$ cat config.mk
export PLATFORM = sky130hd
export DESIGN_NAME = multicycle_controller
export DESIGN_NICKNAME = d
export VERILOG_FILES = /design/src/rtl/multicycle_controller.sv
export SDC_FILE = /design/constraint.sdc
export NUM_CORES = 1
export LEC_CHECK = 0
export CORE_MARGIN = 2
export CORE_UTILIZATION = 40
export CTS_CLUSTER_SIZE = 30
export DETAILED_ROUTE_END_ITERATION = 10
export PLACE_DENSITY_LB_ADDON = 0.2
export SLEW_MARGIN = 20
export SYNTH_ARGS = -nofsm -noshare
export SYNTH_HDL_FRONTEND = slang
export SYNTH_SLANG_ARGS = --single-unit
$ cat constraint.sdc
create_clock -name clk -period 2.5 [get_ports clk]
set_input_delay 0.25 -clock clk [delete_from_list [all_inputs] [get_ports clk]]
set_output_delay 0.25 -clock clk [all_outputs]
set_load 0.02 [all_outputs]
$ cat src/rtl/multicycle_controller.sv
// multicycle_controller
//   Control FSM for the multicycle RV32I core. It sequences each instruction over 3-5 states
//   and drives the datapath enables and muxes. Memory accesses use a req/ready handshake,
//   with a wait counter that aborts an access after MEM_TIMEOUT idle cycles (0 = never).
//   The ALU decoder downstream consumes ALUOp.
// Optional feature (compile-time macro MULTICYCLE_CTRL_TRAP_EN):
//   defined   - an illegal encoding or a memory timeout enters TRAP, which holds illegal=1
//               until reset.
//   undefined - an illegal encoding flags illegal during DECODE only and then fetches the
//               next instruction; a timeout returns to FETCH.
// Ports:
//   clk, reset_n        clock, asynchronous active-low reset
//   op, funct3          fields of the instruction register
//   mem_ready           memory completes the current request this cycle
//   mem_req, AdrSrc     memory request and address select (0 = PC, 1 = ALUOut)
//   IRWrite, PCUpdate   IR/OldPC load and PC write (fetch ones gated by mem_ready)
//   Branch, RegWrite    conditional PC write, register-file write
//   MemWrite            data write strobe (gated by mem_ready)
//   ResultSrc, ALUSrcA, ALUSrcB, ALUOp, ImmSrc   datapath mux selects
//   illegal, mem_err    illegal-instruction flag, one-cycle memory-timeout pulse
module multicycle_controller #(
  parameter int unsigned MEM_TIMEOUT = 15,
  parameter int unsigned CNT_W       = 4
) (
  input  logic       clk,
  input  logic       reset_n,
  input  logic [6:0] op,
  input  logic [2:0] funct3,
  input  logic       mem_ready,
  output logic       mem_req,
  output logic       AdrSrc,
  output logic       IRWrite,
  output logic       PCUpdate,
  output logic       Branch,
  output logic       RegWrite,
  output logic       MemWrite,
  output logic [1:0] ResultSrc,
  output logic [1:0] ALUSrcA,
  output logic [1:0] ALUSrcB,
  output logic [1:0] ALUOp,
  output logic [2:0] ImmSrc,
  output logic       illegal,
  output logic       mem_err
);

  localparam logic [6:0] OpLoad   = 7'h03;
  localparam logic [6:0] OpStore  = 7'h23;
  localparam logic [6:0] OpRtype  = 7'h33;
  localparam logic [6:0] OpItype  = 7'h13;
  localparam logic [6:0] OpBranch = 7'h63;
  localparam logic [6:0] OpJal    = 7'h6F;
  localparam logic [6:0] OpJalr   = 7'h67;
  localparam logic [6:0] OpLui    = 7'h37;
  localparam logic [6:0] OpAuipc  = 7'h17;

  localparam logic [CNT_W-1:0] TimeoutCnt = CNT_W'(MEM_TIMEOUT);
  localparam bit               TimeoutEn  = (MEM_TIMEOUT != 0);

  typedef enum logic [3:0] {
    StIdle, StFetch, StDecode, StMemAdr, StMemRead, StMemWb, StMemWrite,
    StExecR, StExecI, StAluWb, StBranch, StJal, StJalrT, StUpper
`ifdef MULTICYCLE_CTRL_TRAP_EN
    , StTrap
`endif
  } state_e;

  // Where illegal encodings and memory timeouts land.
`ifdef MULTICYCLE_CTRL_TRAP_EN
  localparam state_e StFault = StTrap;
`else
  localparam state_e StFault = StFetch;
`endif

  state_e           state_q, state_d;
  logic [CNT_W-1:0] cnt_q, cnt_d;
  logic             illegal_op;
  logic             mem_state;
  logic             timeout;
  logic [2:0]       imm_src;

  always_comb begin
    illegal_op = 1'b0;
    case (op)
      OpLoad, OpStore, OpRtype, OpItype, OpJal, OpLui, OpAuipc: illegal_op = 1'b0;
      OpBranch: illegal_op = (funct3 == 3'b010) || (funct3 == 3'b011);
      OpJalr:   illegal_op = (funct3 != 3'b000);
      default:  illegal_op = 1'b1;
    endcase
  end

  assign mem_state = (state_q == StFetch) || (state_q == StMemRead) || (state_q == StMemWrite);
  // A ready in the timeout cycle still completes the access.
  assign timeout   = TimeoutEn && mem_state && !mem_ready && (cnt_q == TimeoutCnt);

  always_comb begin
    state_d = state_q;
    unique case (state_q)
      StIdle:  state_d = StFetch;
      StFetch: begin
        if (mem_ready)    state_d = StDecode;
        else if (timeout) state_d = StFault;
      end
      StDecode: begin
        if (illegal_op) begin
          state_d = StFault;
        end else begin
          case (op)
            OpLoad, OpStore: state_d = StMemAdr;
            OpRtype:         state_d = StExecR;
            OpItype:         state_d = StExecI;
            OpBranch:        state_d = StBranch;
            OpJal:           state_d = StJal;
            OpJalr:          state_d = StJalrT;
            OpLui, OpAuipc:  state_d = StUpper;
            default:         state_d = StFault;
          endcase
        end
      end
      StMemAdr:  state_d = (op == OpLoad) ? StMemRead : StMemWrite;
      StMemRead: begin
        if (mem_ready)    state_d = StMemWb;
        else if (timeout) state_d = StFault;
      end
      StMemWb:    state_d = StFetch;
      StMemWrite: begin
        if (mem_ready)    state_d = StFetch;
        else if (timeout) state_d = StFault;
      end
      StExecR, StExecI: state_d = StAluWb;
      StAluWb:          state_d = StFetch;
      StBranch:         state_d = StFetch;
      StJal:            state_d = StAluWb;
      StJalrT:          state_d = StJal;
      StUpper:          state_d = StAluWb;
`ifdef MULTICYCLE_CTRL_TRAP_EN
      StTrap:           state_d = StTrap;
`endif
      default:          state_d = StIdle;
    endcase
  end

  // Count only while stalled inside a request state; any move (including a timeout
  // return to FETCH) restarts the count from zero.
  assign cnt_d = (mem_state && !mem_ready && !timeout) ? cnt_q + CNT_W'(1) : '0;

  always_ff @(posedge clk or negedge reset_n) begin
    if (!reset_n) begin
      state_q <= StIdle;
      cnt_q   <= '0;
    end else begin
      state_q <= state_d;
      cnt_q   <= cnt_d;
    end
  end

  always_comb begin
    mem_req   = 1'b0;
    AdrSrc    = 1'b0;
    IRWrite   = 1'b0;
    PCUpdate  = 1'b0;
    Branch    = 1'b0;
    RegWrite  = 1'b0;
    MemWrite  = 1'b0;
    ResultSrc = 2'b00;
    ALUSrcA   = 2'b00;
    ALUSrcB   = 2'b00;
    ALUOp     = 2'b00;
    illegal   = 1'b0;
    unique case (state_q)
      StFetch: begin
        mem_req   = 1'b1;
        ALUSrcB   = 2'b10;
        ResultSrc = 2'b10;
        IRWrite   = mem_ready;
        PCUpdate  = mem_ready;
      end
      StDecode: begin
        ALUSrcA = 2'b01;
        ALUSrcB = 2'b01;
        illegal = illegal_op;
      end
      StMemAdr: begin
        ALUSrcA = 2'b10;
        ALUSrcB = 2'b01;
      end
      StMemRead: begin
        mem_req = 1'b1;
        AdrSrc  = 1'b1;
      end
      StMemWb: begin
        ResultSrc = 2'b01;
        RegWrite  = 1'b1;
      end
      StMemWrite: begin
        mem_req  = 1'b1;
        AdrSrc   = 1'b1;
        MemWrite = mem_ready;
      end
      StExecR: begin
        ALUSrcA = 2'b10;
        ALUOp   = 2'b10;
      end
      StExecI: begin
        ALUSrcA = 2'b10;
        ALUSrcB = 2'b01;
        ALUOp   = 2'b10;
      end
      StAluWb:  RegWrite = 1'b1;
      StBranch: begin
        ALUSrcA = 2'b10;
        ALUOp   = 2'b01;
        Branch  = 1'b1;
      end
      StJal: begin
        PCUpdate = 1'b1;
        ALUSrcA  = 2'b01;
        ALUSrcB  = 2'b10;
      end
      StJalrT: begin
        ALUSrcA = 2'b10;
        ALUSrcB = 2'b01;
      end
      StUpper: begin
        ALUSrcA = (op == OpLui) ? 2'b11 : 2'b01;
        ALUSrcB = 2'b01;
      end
`ifdef MULTICYCLE_CTRL_TRAP_EN
      StTrap:  illegal = 1'b1;
`endif
      default: ;
    endcase
  end

  assign mem_err = timeout;

  always_comb begin
    imm_src = 3'b000;
    case (op)
      OpStore:       imm_src = 3'b001;
      OpBranch:      imm_src = 3'b010;
      OpJal:         imm_src = 3'b011;
      OpLui, OpAuipc: imm_src = 3'b100;
      default:       imm_src = 3'b000;
    endcase
  end

  // Immediate select is combinational from op but forced to I-type while in reset.
  assign ImmSrc = reset_n ? imm_src : 3'b000;

endmodule

==> metrics.txt, run 1 <==
initial antenna violation count=0; DRT iter0 DRCs=18; FF+latch count, synth=8; Routed Antenna Nets=0; hold_buf cts=0; Synth area leaders=dfrtp_1 19%, nand2b_1 5.4%, nor2_1 5.4%; Area growth syn-to-layout=35.9%; critical path required time=about 2300 ps; final hold viol count=0; Leak=0.000539 uW; DRC=0; count of non-filler cells in the finished layout=between 150 and 200; Critical Path Sink Type=output port; setup TNS=0 ps; CP peak stage delay=540 ps; share of layout cells above drive strength 1=17.5%; Max Fclk=roughly 0.42 GHz; critical path arrival=between 2000 and 2500 ps; Final #Nets=182; worst hold-check path type=in2async; Post-Route WL=approximately 2600 um; Post-synth top cells=15 x nor2_1, 9 x nand2b_1, 8 x dfrtp_1, 7 x a21oi_1, 7 x nand3_1; GPL Wtd Cong=0.877; initial core utilization=42.2%; mux contribution to synthesized area=less than 1%; Clock Latency Late Sink=250 ps; Crit-path slowest cell=clkdlybuf4s50_1; mean area per synthesized cell=7.85 um2; post-CTS setup buffers=0; Layout Skew=between 1 and 1.5 ps; outcome=finished clean; via count of the first global-routing pass=945; RSZ-0062 raised after global routing=false; startpoint types=input port; Port Buffers=32; largest family of logic cells by synthesized area=simple AND/OR/NAND/NOR gates; max cap viols=0; WL per Instance=about 13 um; CTS clk-pin slew, worst paths=roughly 50 ps; clk sinks=8; CP Max Fanout=14; H-tree depth=1; maximum clock path buffer count=2; library cells used by synthesis=52; final setup fails=0; adder and majority gate portion of the synthesized area=1.21%; CTS tree=built; First-pass DRT Iterations=4; most frequent cell after synthesis=nor2_1; Ant. Diodes=0; min Tclk post-route=2370 ps; Yosys top cell by area=dfrtp_1; crit-path most repeated cell=clkdlybuf4s50_1; part of the cycle the worst path needs=94.7%; critical path class=in2out; Synth Area in Compound Gates=26.6%; Slew @ Worst Pin=around 380 ps; first-pass GRT wire length=4290 um; dpl cell area=approximately 1400 um2; Core Area=2450 um2; XOR/XNOR share of the synthesized area=2.54%; TritonCTS buffer count=3; Max VDD drop=0.517 mV; Synth Area in Simple Gates=38.5%; Synth top area share=19.3%; largest net degree at the start of global routing=21; Core Rows=18; gr ovfl total=0; Post-Syn Nets=146; Die ar.=3010 um2; critical path cell sequence=clkdlybuf4s50_1 -> buf_4 -> nand2b_1 -> o2111ai_2 -> nor3_2 -> nor2b_1 -> clkdlybuf4s50_1; Post-Place Cells=between 150 and 200; I/O pins=33; Cells after Synth=132; mapped cell area=1040 um2; via count=around 1,100; ys async rst share=100%; sequential cell area fraction in the yosys report=19.3%; post-DR vias/cell=5.65; Slew Limit Headroom=roughly three quarters; Die H=about 55 um; Ys Warns=0; post-layout instance area=1410 um2; EDFF count, synth=0; cts repair resizes=0; Die W=54.9 um; most common flop cell mapped by yosys=dfrtp_1; pwr dens=837 nW/um2; dpl hpwl=2030 um; All-Layer GR Usage=19.6%; Slew Viols, Final=0; Root Buffer=clkbuf_4
-- cell type report --
| cell class | instances | area [um2] |
|---|---|---|
| inverter | 5 | 18.8 |
| timing repair buffer | 43 | 403 |
| clock buffer | 3 | 22.5 |
| sequential | 8 | 203 |
| multi-input combinational | 107 | 723 |
| tap | 30 | 37.5 |
| fill | 239 | 1050 |
-- cell usage in the layout, fill, tap and decap left out, types with 3 or more instances in the layout --
cell | netlist | layout
inv_1 | 5 | 5
nand2b_1 | 9 | 9
nand4_1 | 3 | 3
clkdlybuf4s50_1 | 0 | 32
nor2_1 | 15 | 15
nor2b_1 | 6 | 6
nand3_1 | 7 | 7
o22ai_1 | 4 | 4
nand2_1 | 6 | 6
dfrtp_1 | 8 | 6
buf_4 | 6 | 11
o21ai_0 | 3 | 3
a21oi_1 | 7 | 7
clkbuf_4 | 0 | 3
-- cell families after synthesis --
group                    count (synthesis)
AND/OR/NAND/NOR                         65
XOR/XNOR                                 3
AO/OA/AOI/OAI                           37
adder cells (fa/ha/maj)                  1
multiplexers                             1
buffers and inverters                   17
flip-flops                               8
-- stage by stage --
stage / total power [uW] / util [%] / hold WS, ps / setup WS [ps]
after floorplan: 793 / - / -45.6 / 706
after global placement: 1070 / 56.3 / 449 / 168
after CTS: 1180 / 57.2 / 389 / 125
final: 1180 / 57.3 / 390 / 132
after detailed placement: 1080 / 56.3 / 452 / 147
after global routing: 1280 / 57.3 / 389 / 4.22
-- state kept, by name, indices dropped and copies added, names as in the netlist --
register,count
state_q,4
cnt_q,4
-- metal layers --
layer,track usage (%),wire length (um),up-vias
li1,-,-,558
met1,27.5,1270,527
met2,31.2,1250,22
met3,1.61,100,0
met4,7.32,0,0
met5,0,0,-
-- where the power goes --
part           internal, uW  switching, uW
Sequential              170           80.8
Clock                  54.8           41.8
Combinational           390            440
-- worst max-delay path, delay by kind of cell --
kind            cells  cell delay, ps
compound gates      1             150
buf+inv             3            1200
simple gates        3             520
-- final timing paths --
check | endpoint | slack [ps] | cells after the start | start
max in group asynchronous | state_q[1] | 1970 | 2 | reset_n
worst max-delay path | illegal | 130 | 7 | op[2]
worst max register to register | state_q[0] | 940 | 5 | cnt_q[0]
min in group clk | cnt_q[0] | 460 | 1 | cnt_q[0]
worst min register to register | cnt_q[0] | 460 | 1 | cnt_q[0]
worst min-delay path | cnt_q[1] | 390 | 2 | reset_n
Note: power is estimated with default switching activity, not from simulation.
==> run 2: changes to the inputs <==
--- a/config.mk
+++ b/config.mk
@@ -9,6 +9,7 @@
 export CORE_UTILIZATION = 40
 export CTS_CLUSTER_SIZE = 30
 export DETAILED_ROUTE_END_ITERATION = 10
+export MAX_ROUTING_LAYER = met4
 export PLACE_DENSITY_LB_ADDON = 0.2
 export SLEW_MARGIN = 20
 export SYNTH_ARGS = -nofsm -noshare
==> run 2 against run 1 <==
  * Combinational power is essentially flat
  * Power increased by 0.14%
  * Non-clock buffer count up 1
  * Design area increased by 0.71%
  * Hold slack got worse by 170 ps
  * First-iteration DRC count decreased by 17%
  * Critical path type unchanged
  * Sequential share of layout area fell by 0.10 points
  * Global-route usage rose by 0.82 points
  * Sequential cell count is the same
==> metrics.txt, run 2 (synthesized netlist as in run 1, its figures left out) <==
Slew Limit Headroom=74.2% (was 74.6%); CTS clk-pin slew, worst paths=50 ps (about the same); Clock Latency Late Sink=260 ps (was 250 ps); Top Registers=cnt_q (4), state_q (4) (unchanged); Setup WS post-layout=104 ps (was 132 ps); dpl hpwl=2130 um (was 2030 um); clk sinks=8 (unchanged); critical path class=in2out (unchanged); Die H=54.9 um (unchanged); via count=1,097 (was 1,107); final hold viol count=0 (unchanged); met1 wire length=1230 um (was 1270 um); Die W=54.9 um (unchanged); min Tclk post-route=2400 ps (was 2370 ps); startpoint types=input port (unchanged); H-tree depth=1 (unchanged); R2R Path Start=cnt_q[0] (unchanged); most common cell after layout, fill and taps aside=clkdlybuf4s50_1 (unchanged); setup TNS=0 ps (unchanged); critical path required time=2250 ps (about the same); I/O pins=33 (unchanged); worst setup path start=op[6] (was op[2]); worst slack, placed=138 ps (was 147 ps); most frequent cells in the layout=31 x clkdlybuf4s50_1, 15 x nor2_1, 12 x buf_4 (was 32 x clkdlybuf4s50_1, 15 x nor2_1, 11 x buf_4); Critical Path Sink Type=output port (unchanged); largest net degree at the start of global routing=21 (unchanged); Routed Antenna Nets=0 (unchanged); pwr dens=832 nW/um2 (was 837 nW/um2); WL per Instance=13.5 um (was 13.4 um); post-CTS setup buffers=0 (unchanged); maximum clock path buffer count=2 (unchanged); Slew @ Worst Pin=388 ps (was 381 ps); Slew Viols, Final=0 (unchanged); initial antenna violation count=0 (unchanged); Layout Skew=0.181 ps (was 1.10 ps); GPL Wtd Cong=0.862 (was 0.877); Die ar.=3010 um2 (unchanged); worst hold-check path type=in2async (unchanged); DRC=0 (unchanged); Core Rows=18 (unchanged); flop2flop setup slack=920 ps (was 940 ps); First-pass DRT Iterations=4 (unchanged); Root Buffer=clkbuf_4 (unchanged); CTS tree=built (unchanged); first-pass GRT wire length=4340 um (was 4290 um); final setup fails=0 (unchanged); fillers=236 (was 239); gr ovfl total=0 (unchanged); WL met2=1280 um (was 1250 um); share of layout cells above drive strength 1=18.0% (was 17.5%); critical path arrival=2150 ps (was 2120 ps); All-Layer GR Usage=20.4% (was 19.6%); TritonCTS buffer count=3 (unchanged); CP endpoint=illegal (unchanged); outcome=finished clean (unchanged); via count of the first global-routing pass=974 (was 945); Top Metal Used=met4 (was met3); met3 wire len=130 um (was 100 um); part of the cycle the worst path needs=95.8% (was 94.7%); Core Area=2450 um2 (unchanged); FF-to-FF End=state_q[0] (unchanged); post-DR vias/cell=5.57 (was 5.65); Final #Nets=183 (was 182); max cap viols=0 (unchanged); Max VDD drop=0.532 mV (was 0.517 mV); CP Max Fanout=7 (was 14); Port Buffers=32 (unchanged); initial core utilization=42.2% (unchanged); Ant. Diodes=0 (unchanged); RSZ-0062 raised after global routing=false (unchanged); Leak=0.000559 uW (was 0.000539 uW); Post-Route WL=2670 um (was 2620 um); Area growth syn-to-layout=36.8% (was 35.9%); DRT iter0 DRCs=15 (was 18); Max Fclk=0.417 GHz (was 0.422 GHz); worst r2r path cells=5 (unchanged)
run 2: timing repair:
action	4_1_cts	5_1_grt
gates resized for setup	0	3
hold buffers	0	0
endpoints found under the hold margin	0	0
setup endpoints to repair	0	4
run 2: metal layers:
layer,GRT usage [%],vias up
met2,32.3,38
met4,9.35,0
met3,2.96,4
met5,-,-
met1,25.7,494
li1,-,561
run 2: area by class of cell:
| class | instances | area (um2) | share of cell area (%) |
|---|---|---|---|
| timing repair buffer | 44 | 413 | 29.1 |
| tap | 30 | 37.5 | 2.65 |
| sequential | 8 | 203 | 14.3 |
| multi-input combinational | 107 | 723 | 51.0 |
| clock buffer | 3 | 22.5 | 1.59 |
| inverter | 5 | 18.8 | 1.32 |
run 2: through the flow:
| step | hold slack, ps | cells | util (%) | instance area (um2) | total power, uW |
|---|---|---|---|---|---|
| final | 216 | 197 | 57.7 | 1420 | 1180 |
| after global routing | 222 | 197 | 57.7 | 1420 | 1280 |
| after global placement | 447 | 194 | 56.6 | 1390 | 1070 |
| after detailed placement | 464 | 194 | 56.6 | 1390 | 1080 |
| after CTS | 215 | 197 | 57.5 | 1410 | 1180 |
| after floorplan | -45.6 | 132 | - | 1040 | 793 |
run 2: worst min path at each step:
stage                     slack, ps          to
after CTS                       220  state_q[0]
after floorplan                 -50    cnt_q[0]
final                           220  state_q[0]
after detailed placement        460    cnt_q[0]
after global placement          450    cnt_q[0]
after global routing            220  state_q[0]
run 2: critical path: stages:
cell             delay [ps]
clkdlybuf4s50_1         620
nand3b_1                170
a211oi_2                240
nor3_2                  110
nor2b_1                 140
clkdlybuf4s50_1         620
run 2: report_power, final:
part | switching (uW) | total, uW | internal (uW)
clock | 43.1 | 98.0 | 54.9
sequential | 81.0 | 251 | 170
combinational | 441 | 830 | 389
total | 565 | 1180 | 614
==> run 3: changes to the inputs <==
--- a/config.mk
+++ b/config.mk
@@ -11,6 +11,7 @@
 export DETAILED_ROUTE_END_ITERATION = 10
 export MAX_ROUTING_LAYER = met4
 export PLACE_DENSITY_LB_ADDON = 0.2
+export SKIP_CTS_REPAIR_TIMING = 1
 export SLEW_MARGIN = 20
 export SYNTH_ARGS = -nofsm -noshare
 export SYNTH_HDL_FRONTEND = slang
==> constraint.sdc (replaced) <==
create_clock -name clk -period 2.3 [get_ports clk]
set_input_delay 0.23 -clock clk [delete_from_list [all_inputs] [get_ports clk]]
set_output_delay 0.23 -clock clk [all_outputs]
set_load 0.02 [all_outputs]
==> run 3 against run 2 <==
  * Core utilization up 3.3 points
  * Clock power grew 10%
  * Design area increased by 5.6%
  * Via count rose by 2.3%
  * Global-route usage up 1.2 points
  * Critical path depth is 1 lower
  * Non-clock buffer count is 5 higher
==> metrics.txt, run 3 (synthesized netlist as in run 1, its figures left out) <==
Die H=54.9 um (unchanged); setup TNS=0 ps (unchanged); dpl cell area=1450 um2 (was 1390 um2); H-tree depth=1 (unchanged); most common cell after layout, fill and taps aside=clkdlybuf4s50_1 (unchanged); Die ar.=3010 um2 (unchanged); Worst path top cell family by delay=buffers and inverters (unchanged); critical path cell sequence=clkdlybuf4s50_1 -> nor2b_1 -> nand4_1 -> nor3_1 -> clkdlybuf4s50_1 (was clkdlybuf4s50_1 -> nand3b_1 -> a211oi_2 -> nor3_2 -> nor2b_1 -> clkdlybuf4s50_1); post-layout instance area=1500 um2 (was 1420 um2); critical path class=in2out (unchanged); Leak=0.000686 uW (was 0.000559 uW); Final Total Pwr=1320 uW (was 1180 uW); First-pass DRT Iterations=4 (unchanged); RSZ-0062 raised after global routing=true (was false); dpl hpwl=2230 um (was 2130 um); Clock Latency Late Sink=260 ps (about the same); maximum clock path buffer count=2 (unchanged); Ant. Diodes=0 (unchanged); Routed Antenna Nets=0 (unchanged); DRT iter0 DRCs=18 (was 15); All-Layer GR Usage=21.6% (was 20.4%); worst setup path start=op[5] (was op[6]); P_int=695 uW (was 614 uW); CTS tree=built (unchanged); outcome=finished clean (unchanged); Slew @ Worst Pin=367 ps (was 388 ps); final hold viol count=0 (unchanged); initial core utilization=42.2% (unchanged); Max VDD drop=0.805 mV (was 0.532 mV); max cap viols=0 (unchanged); Core Rows=18 (unchanged); worst path buffer plus inverter count=2 (unchanged); initial antenna violation count=0 (unchanged); Slew Viols, Final=0 (unchanged); Max Fclk=0.450 GHz; TritonCTS buffer count=3 (unchanged); crit-path most repeated cell=clkdlybuf4s50_1 (unchanged); Post-Route WL=2840 um (was 2670 um); share of layout cells above drive strength 1=20.9% (was 18.0%); CTS clk-pin slew, worst paths=50 ps (about the same); Crit-path slowest cell=clkdlybuf4s50_1 (unchanged); startpoint types=input port (unchanged); Final #Nets=188 (was 183); clk sinks=8 (unchanged); Port Buffers=32 (unchanged); gr ovfl total=0 (unchanged); via count of the first global-routing pass=987 (was 974); pwr dens=884 nW/um2 (was 832 nW/um2); Sequential Power Share=20.9% (was 21.3%); flop2flop setup slack=590 ps (was 920 ps); post-DR vias/cell=5.55 (was 5.57); first-pass GRT wire length=4570 um (was 4340 um); GPL Wtd Cong=0.825 (was 0.862); via count=1,122 (was 1,097); Top Registers=cnt_q (4), state_q (4) (unchanged); Area growth syn-to-layout=44.6% (was 36.8%); CP peak stage delay=630 ps (was 620 ps); I/O pins=33 (unchanged); Comb power frac=70.9% (was 70.4%); Critical Path Sink Type=output port (unchanged); critical path arrival=1990 ps (was 2150 ps); min Tclk post-route=2220 ps; Switch Pwr=628 uW (was 565 uW); largest net degree at the start of global routing=16 (was 21); CP Max Fanout=3 (was 7); Root Buffer=clkbuf_4 (unchanged); worst hold-check path type=in2async (unchanged); Die W=54.9 um (unchanged); R2R Path Start=cnt_q[0] (unchanged); fillers=229 (was 236); Sw Share=47.5% (was 47.9%); critical path required time=2070 ps (was 2250 ps); DRC=0 (unchanged); WL per Instance=14.0 um (was 13.5 um); Core Area=2450 um2 (unchanged); part of the cycle the worst path needs=roughly 97%; final setup fails=0 (unchanged); most frequent cells in the layout=26 x clkdlybuf4s50_1, 15 x nor2_1, 15 x buf_4 (was 31 x clkdlybuf4s50_1, 15 x nor2_1, 12 x buf_4); Slew Limit Headroom=75.4% (was 74.2%); Layout Skew=5.05 ps (was 0.181 ps); clock network fraction of total power=8.1% (was 8.3%)
-- run 3: cell types whose count changed in the layout (fill, tap and decap cells not counted), sizes merged --
cell	change
buf	+5
clkdlybuf4s50	-5
dlymetal6s2s	+5
-- run 3: worst paths after layout --
check	to	cells after the start
max	ImmSrc[1]	5
min	state_q[0]	2
max reg2reg	state_q[0]	5
min reg2reg	cnt_q[0]	1
max in group asynchronous	state_q[1]	2
min in group clk	cnt_q[0]	1
-- run 3: area by class of cell --
cell class              count  area [um2]  area share (%)
well taps                  30        37.5            2.51
multi-input cells         107         728            48.6
inverters                   5        18.8            1.25
clock buffers               3        22.5            1.50
flip-flops and latches      8         203            13.5
repair buffers             49         488            32.6
-- run 3: metal layers --
layer	vias up	global-route usage, %	routed length (um)
li1	563	-	-
met1	527	27.2	1260
met2	30	36.1	1410
met3	2	3.23	158
met4	0	6.10	2
met5	-	-	0
-- run 3: stage by stage --
stage	hold slack [ps]	util, %	std cells	setup WS (ps)
5_1_grt	374	61.0	202	-16.8
4_1_cts	370	60.1	202	-35.2
3_5_place_dp	475	59.2	199	-6.88
2_1_floorplan	-65.6	-	132	526
6_report	367	61.0	202	77.7
3_3_place_gp	447	59.2	199	17.7
-- run 3: power groups by stage --
stage	Clock, uW	Combinational [uW]	Sequential, uW
floorplan	0	652	209
global placement	0	920	271
detailed placement	0	934	272
CTS	112	937	270
global route	120	1030	295
finish	108	939	277
